`src/rtl/pulse_stretch_mc.sv`:
```
// Multi-channel edge-triggered pulse stretcher with optional retrigger.
// Define PS_HOLDOFF_EN to add a post-pulse holdoff window per channel.
module pulse_stretch_mc #(
  parameter int unsigned CH      = 4,
  parameter int unsigned CNT_W   = 8,
  parameter int unsigned HOLDOFF = 2
) (
  input  logic             clk,
  input  logic             rst,
  input  logic [CH-1:0]    in_pulse,
  input  logic [CNT_W-1:0] len,
  input  logic             retrig,
  output logic [CH-1:0]    out_pulse,
  output logic             busy
);

  if (CH < 1 || CH > 32 || HOLDOFF < 1 || HOLDOFF > 255) begin : g_bad_param
    $error("pulse_stretch_mc: CH must be 1..32 and HOLDOFF 1..255");
  end

  typedef enum logic [1:0] {
    S_IDLE,
    S_ACTIVE,
    S_HOLDOFF
  } state_t;

  state_t           state    [CH];
  state_t           state_nx [CH];
  logic [CNT_W-1:0] cnt      [CH];
  logic [CNT_W-1:0] cnt_nx   [CH];
  logic [CH-1:0]    prev;
  logic [CH-1:0]    trig;
  logic [CNT_W-1:0] len_m1;

`ifdef PS_HOLDOFF_EN
  logic [7:0]       hcnt     [CH];
  logic [7:0]       hcnt_nx  [CH];
`endif

  assign trig = in_pulse & ~prev;

  // len==0 behaves as len==1, so both reload the counter with zero.
  assign len_m1 = (len == '0) ? '0 : len - CNT_W'(1);

  // State register
  always_ff @(posedge clk) begin
    prev <= in_pulse;
    for (int unsigned i = 0; i < CH; i++) begin
      if (rst) begin
        state[i] <= S_IDLE;
        cnt[i]   <= '0;
`ifdef PS_HOLDOFF_EN
        hcnt[i]  <= '0;
`endif
      end else begin
        state[i] <= state_nx[i];
        cnt[i]   <= cnt_nx[i];
`ifdef PS_HOLDOFF_EN
        hcnt[i]  <= hcnt_nx[i];
`endif
      end
    end
  end

  // Next-state logic
  always_comb begin
    for (int unsigned i = 0; i < CH; i++) begin
      state_nx[i] = state[i];
      cnt_nx[i]   = cnt[i];
`ifdef PS_HOLDOFF_EN
      hcnt_nx[i]  = hcnt[i];
`endif
      case (state[i])
        S_IDLE: begin
          if (trig[i]) begin
            state_nx[i] = S_ACTIVE;
            cnt_nx[i]   = len_m1;
          end
        end
        S_ACTIVE: begin
          // A retrigger wins over expiry, so the output never gaps.
          if (trig[i] && retrig) begin
            cnt_nx[i] = len_m1;
          end else if (cnt[i] == '0) begin
`ifdef PS_HOLDOFF_EN
            state_nx[i] = S_HOLDOFF;
            hcnt_nx[i]  = 8'(HOLDOFF - 1);
`else
            state_nx[i] = S_IDLE;
`endif
          end else begin
            cnt_nx[i] = cnt[i] - CNT_W'(1);
          end
        end
`ifdef PS_HOLDOFF_EN
        S_HOLDOFF: begin
          if (hcnt[i] == '0) begin
            state_nx[i] = S_IDLE;
          end else begin
            hcnt_nx[i] = hcnt[i] - 8'd1;
          end
        end
`endif
        default: begin
          state_nx[i] = S_IDLE;
          cnt_nx[i]   = '0;
        end
      endcase
    end
  end

  // Output decode straight from the state flops
  always_comb begin
    out_pulse = '0;
    busy      = 1'b0;
    for (int unsigned i = 0; i < CH; i++) begin
      out_pulse[i] = (state[i] == S_ACTIVE);
      if (state[i] != S_IDLE) begin
        busy = 1'b1;
      end
    end
  end

endmodule

```
`config.mk`:
```
export PLATFORM = sky130hd
export DESIGN_NAME = pulse_stretch_mc
export DESIGN_NICKNAME = d
export VERILOG_FILES = /design/src/rtl/pulse_stretch_mc.sv
export SDC_FILE = /design/constraint.sdc
export NUM_CORES = 1
export LEC_CHECK = 0
export BUFFER_PORTS_ARGS = -buffer_cell sky130_fd_sc_hd__buf_2
export CORE_MARGIN = 2
export CORE_UTILIZATION = 40
export DETAILED_ROUTE_END_ITERATION = 10
export SLEW_MARGIN = 20
export SYNTH_ARGS = -nofsm -noshare
export SYNTH_HDL_FRONTEND = slang
export SYNTH_SLANG_ARGS = --single-unit
```
`constraint.sdc`:
```
create_clock -name clk -period 1.8 [get_ports clk]
set_input_delay 0.36 -clock clk [delete_from_list [all_inputs] [get_ports clk]]
set_output_delay 0.36 -clock clk [all_outputs]
set_load 0.01 [all_outputs]
```
Word-level counts from Yosys, hierarchy flattened
Memories as Yosys holds them, arrays and structs flattened.
Cells that the tools add are included.
Operators by class
  $add $sub $neg: 5
  $mul: 0
  div/mod/pow operators: 0
  magnitude comparators: 0
  equal/unequal tests: 4
  shifts and indexed selects: 0
  mux-type cells: 48
  bitwise logic cells: 10
  reduce and logical (&&, ||, !) cells: 17
Operators by type and width (count)
  $mux 8: 17
  $pmux 8 s2: 4
  $logic_not 8->1: 5
  $sub 8x1->8 const B: 5
  $mux 2: 16
  $pmux 2 s2: 4
  $eq 2x1->1 const B: 4
  $logic_not 2->1: 4
  $or 1x1->1: 8
  $reduce_bool 2->1: 4
  $mux 1: 7
  $and 4x4->4: 1
  $logic_and 1x1->1: 4
  $not 4->4: 1
Storage, ports and cells
  bits in registers: 4
  bits in latches: 0
  memory bits (writable): 40
  memory bits (read-only): 0
  input port bits: 15
  logic and storage cells: 87
  memories kept: 2
Memory list
  cnt: words 4, width 8, read ports 4, clocked after memory_dff 0, write ports 4, RTL line 29  | logic [CNT_W-1:0] cnt [CH];
  state: words 4, width 2, read ports 4, clocked after memory_dff 0, write ports 4, RTL line 27  | state_t state [CH];

Depth between registers and ports, before layout
Gate-level depths: netlist (run 1).
  depth after elaboration: 6
  gate-level depth with buffers: 8
  gate-level depth less buffers: 8

Least setup slack after synthesis (run 1)
OpenSTA, ideal clock, no wires.
  kind: input -> register
  start point: input port len[0]
  end point: memory cnt[2][6]
  arrival: 1750 ps
  data required time: 1683 ps
  slack: -68 ps
  stages: 7
  cells stage by stage: inv_1 > ha_1 > or3b_1 > nor3_1 > mux2i_1 > o21ai_0 > a32o_1
RTL lines
  from (decl): RTL line 11  | input logic [CNT_W-1:0] len,
  to (decl): RTL line 29

==> flow_summary_export.csv, run 1 <==
group,metric,value,unit
logic_synthesis,synth_top_area_share,31.3,%
logic_synthesis,yosys.area_share.simple,31.1,%
die,initial_core_util,40.8,%
logic_synthesis,syn_nets,345,
logic_synthesis,yosysWarnings,0,
logic_synthesis,synth_top_family_by_area,"simple AND/OR/NAND/NOR gates",
grt,use_met3,4.15,%
grt,grt_usage,21.4,%
routing,via_count,2622,
routing,wl_per_cell,15.9,um
grt,grt_remaining_overflow,0,
hold_path,hp-class,"in2reg",
clocking,cts_tree,"built",
timing,rsz0062_at_grt,"yes",
die,die_height,84.0,um
critical_path,worst-setup-path-type,"in2reg",
power,p_per_area,860,nW/um2
logic_synthesis,synth_edf_count,0,
logic_synthesis,synth-xor-area-share,0.685,%
logic_synthesis,synthMuxAreaShare,2.54,%
grt,first_global_vias,2477,
grt,top_usage_layer,"met2",
logic_synthesis,synth.most_common_cell,"dfxtp_1",
logic_synthesis,syn_area,2560,um2
logic_synthesis,ys.flop_type,"dfxtp_1",
critical_path,worst-path-max-fanout,4,
logic_synthesis,ys_ff_latch,40,
timing,fin_skew,5.10,ps
critical_path,required,2000,ps
clocking,clkLatencyLatePin,300,ps
timing,fin_crit,1740,ps
timing,hold_viol,0,
routing,drc,0,
timing,maxSlewViolCount,0,
critical_path,cp-start-kind,"input pin",
grt,grt_pass1_wl,12.2,mm
critical_path,crit_path_end_kind,"flip-flop",
cells_and_area,fillers,617,
logic_synthesis,yosys-top-cells-count,"40 x dfxtp_1, 37 x nor2_1, 23 x a21oi_1, 21 x nand2_1",
clocking,clk_pin_slew_worst_paths,90,ps
logic_synthesis,synth.distinct_cells,59,
cells_and_area,nets,409,
timing,relSlewSlack,65.2,%
power,power,2.77,mW
grt,met1_usage,28.4,%
routing,drtIter0Drc,175,
clocking,clock_sinks,40,
logic_synthesis,synthCells,321,
cells_and_area,antenna_cells,0,
logic_synthesis,synth_top_area_cell,"dfxtp_1",
routing,ant_nets,0,
power,vdd_drop_max,0.328,mV
die,io_pins,20,
outcome,status,"completed",
cells_and_area,final_cells,463,
logic_synthesis,synth-adder-area-share,4.40,%
die,core,6280,um2
timing,setup_viol,0,
clocking,cts-root-buf,"clkbuf_8",
place,dp.cells,453,
place,dp_slack,-269,ps
clocking,htreeDepth,2,
die,rows,29,
routing,routed_wl,7.37,mm
place,port_buffers,19,
logic_synthesis,synth.area.top_cells,"dfxtp_1 31%, nor2_1 5.4%, a21oi_1 4.5%",
place,hpwl,5.49,mm
routing,drt_pass1_iterations,5,
die,dieArea,7050,um2
logic_synthesis,synth_compound_area_share,25.3,%
logic_synthesis,synth.avg_cell_area,7.97,um2
clocking,cts_buffer_depth,2,
power,leakage,1.32,nW
logic_synthesis,seq_area_frac_synth,31.3,%
job,drv_cap,0,
clocking,cts_buffers,5,
grt,antenna_found_initial,0,
place,gp_congestion,0.941,
logic_synthesis,async_flop_share,0,%
grt,use_met2,35.4,%
cells_and_area,drive_gt1_share,27.5,%
routing,via_per_inst,5.66,
timing,finalCritPeriodShare,96.7,%
critical_path,cp.arrival,1940,ps
die,die_width,84.0,um
cells_and_area,area_delta_synth_final,25.8,%
grt,grt_max_degree,19,
timing,max_freq,575,MHz
timing,worstMarginPinSlew,523,ps
timing,setup_ws,59.7,ps
-- cells in the final DEF, fill, tap and decap left out, types with 3 or more instances in the layout --
master | Yosys | routed
o21ai_0 | 20 | 20
and2_1 | 3 | 3
o21ai_1 | 3 | 3
o21ai_2 | 3 | 3
o22ai_1 | 6 | 5
a32o_1 | 5 | 5
buf_4 | 0 | 48
a211oi_1 | 3 | 3
nor2_1 | 37 | 37
mux2i_1 | 5 | 5
nor3b_1 | 4 | 4
a21o_1 | 3 | 3
nor3_1 | 20 | 19
a31oi_1 | 6 | 6
nand3b_1 | 4 | 4
nor2b_1 | 5 | 5
nand2_2 | 1 | 3
dfxtp_1 | 40 | 39
inv_1 | 18 | 17
nand2_1 | 21 | 19
nand3_1 | 8 | 8
nand4_1 | 8 | 8
nor4_1 | 5 | 4
a21oi_1 | 23 | 23
nor4b_4 | 2 | 3
and3_1 | 4 | 4
o32ai_1 | 4 | 4
buf_2 | 5 | 19
ha_1 | 9 | 8
clkbuf_8 | 0 | 6
o211ai_1 | 5 | 5
-- cell type report --
class,count,area [um2],area share (%)
Clock inverter,2,15.0,0.467
Inverter,20,75.1,2.33
Tap cell,77,96.3,2.99
Sequential cell,40,802,24.9
Multi-Input combinational cell,251,1690,52.6
Clock buffer,6,82.6,2.57
Timing Repair Buffer,67,455,14.2
-- cells by family after synthesis --
family / count (synthesis)
AOI/OAI and AO/OA: 95
xor gates and xnor gates: 2
adders and majority gates: 9
buffers and inverters: 30
DFF: 40
muxes: 6
and+or+nand+nor: 139
-- power breakdown --
part / switching, mW / internal (mW)
clock network: 0.358 / 0.311
logic: 0.547 / 0.472
registers: 0.101 / 0.977
-- worst paths after layout --
check	start	end	depth (start not counted)	slack, ps
max	len[0]	cnt[1][1]	7	60
min	in_pulse[0]	prev[0]	1	170
max reg2reg	cnt[1][1]	cnt[1][7]	8	90
min reg2reg	cnt[3][6]	cnt[3][6]	2	480
-- stage by stage --
stage / hold slack (ps) / utilization, % / area, um2 / TNS [ps]
2_1_floorplan: 388 / - / 2570 / -8.23
4_1_cts: 159 / 50.3 / 3160 / 0
5_1_grt: 150 / 51.3 / 3220 / -43.6
3_5_place_dp: 465 / 48.8 / 3060 / -4490
6_report: 166 / 51.3 / 3220 / 0
3_3_place_gp: 460 / 48.8 / 3060 / -3330
-- per-layer routing --
layer | part of all wire (%) | vias up | wire, um
li1 | - | 1326 | -
met1 | 46 | 1203 | 3400
met2 | 47 | 82 | 3460
met3 | 5.5 | 11 | 404
met4 | 1.4 | 0 | 106
met5 | 0 | - | 0
-- timing repair --
item                       in CTS  in global routing
setup buffers                   0                  2
gates resized for setup         0                 10
setup endpoints to repair       0                 12
hold buffers                    0                  0
-- critical path, cell delays in order --
cell      delay, ps
buf_2           110
inv_1            50
ha_2            220
or4b_4          500
o21bai_2        320
nor2_1           90
o311a_1         290
-- state kept, by name, indices dropped and copies added, names as in the netlist --
| name | count |
|---|---|
| state | 4 |
| prev | 4 |
| cnt | 32 |
(Power assumes the default switching activity.)
==> run 2, diff against run 1 <==
Clock period 1.8 ns to 1.9 ns, I/O delays scaled along.
==> run 2 against run 1 <==
Compared with the run above:
- die area did not move
- design area shrank 5.5%
- first-iteration DRC count shrank 21%
- sequential share of layout area rose by 1.4 points
- flip-flop and latch count unchanged
- largest cell class unchanged
- highest routed layer unchanged
==> flow_summary_export.csv, run 2 (synthesized netlist as in run 1, its figures left out) <==
group,metric,value,unit
grt,grt_remaining_overflow,0,
place,gp_congestion,0.858,
critical_path,r2r_start,"cnt[1][0]",
place,hpwl,5.07,mm
power,power,2.70,mW
place,port_buffers,19,
die,die_width,84.0,um
timing,max_freq,560,MHz
timing,fin_skew,11.0,ps
die,io_pins,20,
hold_path,worstHoldStart,"in_pulse[0]",
cells_and_area,fillers,605,
timing,maxSlewViolCount,0,
critical_path,worstRegToRegCells,8,
routing,drt_pass1_iterations,4,
power,p_per_area,888,nW/um2
die,die_height,84.0,um
grt,antenna_found_initial,0,
clocking,post_cts_buffers,0,
cells_and_area,regMostFlops,"cnt",
critical_path,rrSetupSlack,160,ps
grt,grt_max_degree,19,
clocking,cts_hold_buf,0,
clocking,htreeDepth,2,
timing,relSlewSlack,62.1,%
place,dp.cells,433,
critical_path,required,1520,ps
cells_and_area,area_delta_synth_final,18.9,%
routing,routed_wl,6.86,mm
grt,top_usage_layer,"met2",
grt,grt_pass1_wl,11.5,mm
cells_and_area,antenna_cells,0,
die,rows,29,
timing,rsz0062_at_grt,"no",
die,initial_core_util,40.8,%
routing,ant_nets,0,
clocking,cts_buffers,5,
clocking,clk_pin_slew_worst_paths,80,ps
cells_and_area,layout_commonest_cell,"dfxtp_1",
cells_and_area,register_area,801,um2
grt,grt_usage,20.3,%
grt,use_met2,30.3,%
clocking,cts-root-buf,"clkbuf_8",
cells_and_area,final_cells,440,
hold_path,hp-class,"in2reg",
clocking,cts_buffer_depth,2,
critical_path,r2r-end,"cnt[1][5]",
job,drv_cap,0,
timing,setup_viol,0,
hold_path,hold_path_end,"prev[0]",
outcome,status,"completed",
cells_and_area,largest_register_ffs,32,
routing,drtIter0Drc,139,
clocking,clkLatencyLatePin,300,ps
power,vdd_drop_max,0.425,mV
routing,via_count,2526,
power,leakage,1.22,nW
critical_path,cp.arrival,1410,ps
timing,worstMarginPinSlew,563,ps
critical_path,cp-start-kind,"flip-flop",
cells_and_area,mostFrequentLayoutCells,"40 x dfxtp_1, 37 x nor2_1, 26 x buf_4",
critical_path,worst-setup-path-type,"reg2out",
cells_and_area,final_area,3040,um2
hold_path,holdPathStages,1,
grt,met1_usage,29.7,%
routing,drc,0,
place,place_area,2900,um2
die,core,6280,um2
cells_and_area,reg_top3,"cnt (32), prev (4), state (4)",
routing,wl_per_cell,15.6,um
timing,fin_crit,1790,ps
routing,via_per_inst,5.74,
die,dieArea,7050,um2
clocking,cts_tree,"built",
grt,use_met3,3.36,%
timing,hold_viol,0,
critical_path,worst-path-max-fanout,7,
critical_path,crit_path_end_kind,"primary output",
timing,finalCritPeriodShare,94.0,%
grt,first_global_vias,2375,
cells_and_area,nets,387,
clocking,clock_sinks,40,
cells_and_area,multiInputGateArea,1650,um2
cells_and_area,drive_gt1_share,20.9,%
==> run 2: how the worst max path moves through the flow <==
stage	slack, ps	startpoint	depth (start not counted)	end
floorplan	10	len[0]	7	cnt[2][6]
global placement	-160	len[0]	9	cnt[1][6]
detailed placement	-210	len[0]	9	cnt[2][6]
CTS	90	len[0]	9	cnt[2][6]
global route	4	cnt[1][0]	8	cnt[1][6]
finish	110	state[3][0]	2	busy
==> run 2: what timing repair did <==
| action | in CTS | in global routing |
|---|---|---|
| endpoints found under the hold margin | 0 | 0 |
| endpoints found under the setup margin | 0 | 4 |
| resized for setup | 0 | 2 |
==> run 2: area by class of cell <==
type                            instances  area share, %
Multi-Input combinational cell        251           54.3
Sequential cell                        40           26.3
Timing Repair Buffer                   45           9.54
Tap cell                               77           3.17
Inverter                               20           2.47
Clock buffer                            5           2.26
Clock inverter                          2           1.97
==> run 2: stage by stage <==
step | hold slack, ps | utilization (%) | worst slack, ps | TNS, ps
floorplan | 408 | - | 12.2 | 0
global placement | 459 | 46.2 | -162 | -1810
detailed placement | 466 | 46.2 | -213 | -2050
CTS | 180 | 48.3 | 92.1 | 0
global route | 182 | 48.5 | 3.88 | 0
finish | 185 | 48.5 | 114 | 0
==> run 2: report_power, final <==
| part | switching [mW] | internal (mW) |
|---|---|---|
| combinational | 0.488 | 0.367 |
| sequential | 0.0937 | 0.925 |
| clock | 0.311 | 0.517 |
==> run 2: routing by layer <==
layer  wire length (um)  share of wire (%)
met1               3470                 51
met2               3040                 44
met3                212                3.1
met4                136                2.0
met5                  0                  0
==> run 2: worst max-delay path, stage by stage (launching register included) <==
cell and delay [ps]:
dfxtp_1 410, or4_1 540, buf_2 150
==> run 3, diff against run 2 <==
Settings changed: CORE_MARGIN 2 to 1.5, REMOVE_ABC_BUFFERS set to 1, SETUP_SLACK_MARGIN set to 0.3.
==> run 3 against run 2 <==
Compared with the run above:
- cell count rose by 5.5%
- sequential share of layout area fell by 3.2 points
- routed wire length rose by 15%
==> flow_summary_export.csv, run 3 (synthesized netlist as in run 1, its figures left out) <==
group,metric,value,unit
die,die_height,83.0,um
outcome,status,"completed",
timing,worstMarginPinSlew,471,ps
cells_and_area,largest_register_ffs,32,
timing,maxSlewViolCount,0,
die,dieArea,6890,um2
clocking,cts_hold_buf,0,
cells_and_area,layout_commonest_cell,"buf_4",
grt,grt_remaining_overflow,0,
timing,rsz0062_at_grt,"yes",
critical_path,cp.arrival,1900,ps
critical_path,worst-setup-path-type,"in2reg",
power,p_seq_share,37.9,%
grt,grt_max_degree,19,
cells_and_area,reg_top3,"cnt (32), prev (4), state (4)",
place,port_buffers,19,
die,die_width,83.0,um
clocking,cts_buffers,5,
routing,via_per_inst,5.74,
die,core,6060,um2
clocking,cts_buffer_depth,2,
die,io_pins,20,
timing,finalCritPeriodShare,89.5,%
cells_and_area,regMostFlops,"cnt",
routing,via_count,2663,
cells_and_area,mostFrequentLayoutCells,"44 x buf_4, 30 x dfxtp_1, 27 x nor2_1",
routing,wl_per_cell,17.0,um
critical_path,worst-path-max-fanout,4,
clocking,clk_pin_slew_worst_paths,90,ps
routing,drtIter0Drc,183,
power,combPwrFrac,39.9,%
timing,setup_viol,0,
job,drv_cap,0,
timing,max_freq,588,MHz
grt,antenna_found_initial,0,
critical_path,cp-start-kind,"input pin",
place,gp_congestion,0.865,
clocking,htreeDepth,2,
die,initial_core_util,42.2,%
routing,ant_nets,0,
cells_and_area,drive_gt1_share,40.1,%
power,switching_share,36.8,%
timing,fin_skew,10.8,ps
clocking,cts-root-buf,"clkbuf_8",
place,place_area,2930,um2
power,leakage,1.40,nW
cells_and_area,final_area,3550,um2
clocking,cts_tree,"built",
routing,drt_pass1_iterations,5,
critical_path,crit_path_end_kind,"flip-flop",
power,clock_power_share,22.3,%
hold_path,hp-class,"in2reg",
timing,fin_crit,1700,ps
grt,grt_pass1_wl,12.8,mm
power,vdd_drop_max,0.382,mV
timing,setup_tns,0,ps
grt,first_global_vias,2624,
clocking,clock_sinks,40,
place,hpwl,5.36,mm
grt,grt_usage,22.5,%
cells_and_area,area_delta_synth_final,38.8,%
power,power,2.75,mW
cells_and_area,antenna_cells,0,
timing,hold_viol,0,
critical_path,required,2090,ps
power,p_sw,1.01,mW
cells_and_area,nets,412,
power,p_int,1.74,mW
routing,drc,0,
routing,routed_wl,7.90,mm
power,p_per_area,775,nW/um2
timing,relSlewSlack,68.3,%
clocking,clkLatencyLatePin,290,ps
die,rows,28,
## run 3: stage by stage
stage	utilization (%)	instances	worst slack, ps	hold WS, ps
5_1_grt	58.6	464	133	194
6_report	58.6	464	199	194
3_5_place_dp	48.3	435	-197	470
2_1_floorplan	-	311	6.79	408
3_3_place_gp	48.3	435	-167	461
4_1_cts	54.6	454	221	185
## run 3: path summary, 6_finish.rpt
kind                                  start        end  slack, ps  cells after the start
worst max-delay path                 len[1]  cnt[1][6]        200                      9
worst min-delay path            in_pulse[0]    prev[0]        190                      1
worst max register to register    cnt[1][1]  cnt[1][5]        310                      8
worst min register to register    cnt[0][6]  cnt[0][6]        490                      2
## run 3: cell type report
type                    instances  area [um2]
fillers                       548        2510
multi-input cells             251        1920
flip-flops and latches         40         821
repair buffers                 70         542
well taps                      75        93.8
clock buffers                   7        86.3
inverters                      20        82.6
clock inverters                 1        7.51
## run 3: repair_timing
item,CTS,global route
pin swaps,26,28
setup endpoints to repair,27,33
buffers inserted,11,10
resized for setup,51,48
## run 3: power by group through the flow
stage | logic (mW) | clock network [mW] | registers (mW)
after floorplan | 0.574 | 0 | 1.02
after global placement | 0.836 | 0 | 1.04
after detailed placement | 0.843 | 0 | 1.04
after CTS | 0.963 | 0.626 | 1.02
after global routing | 1.20 | 0.654 | 1.06
final | 1.10 | 0.614 | 1.04
## run 3: worst max-delay path, cell delays in order
cell and delay, ps:
buf_8 100, inv_4 50, ha_4 130, or3b_4 400, nor3_4 190, mux2i_1 190
buf_4 160, o21ai_1 60, a32o_1 220
## run 3: routing by layer
layer	track usage, %	part of all wire (%)	vias to the layer above
met4	5.00	0.77	0
met3	3.18	6.1	6
met1	31.3	45	1244
met5	0	0	-
met2	37.1	48	85
li1	-	-	1328
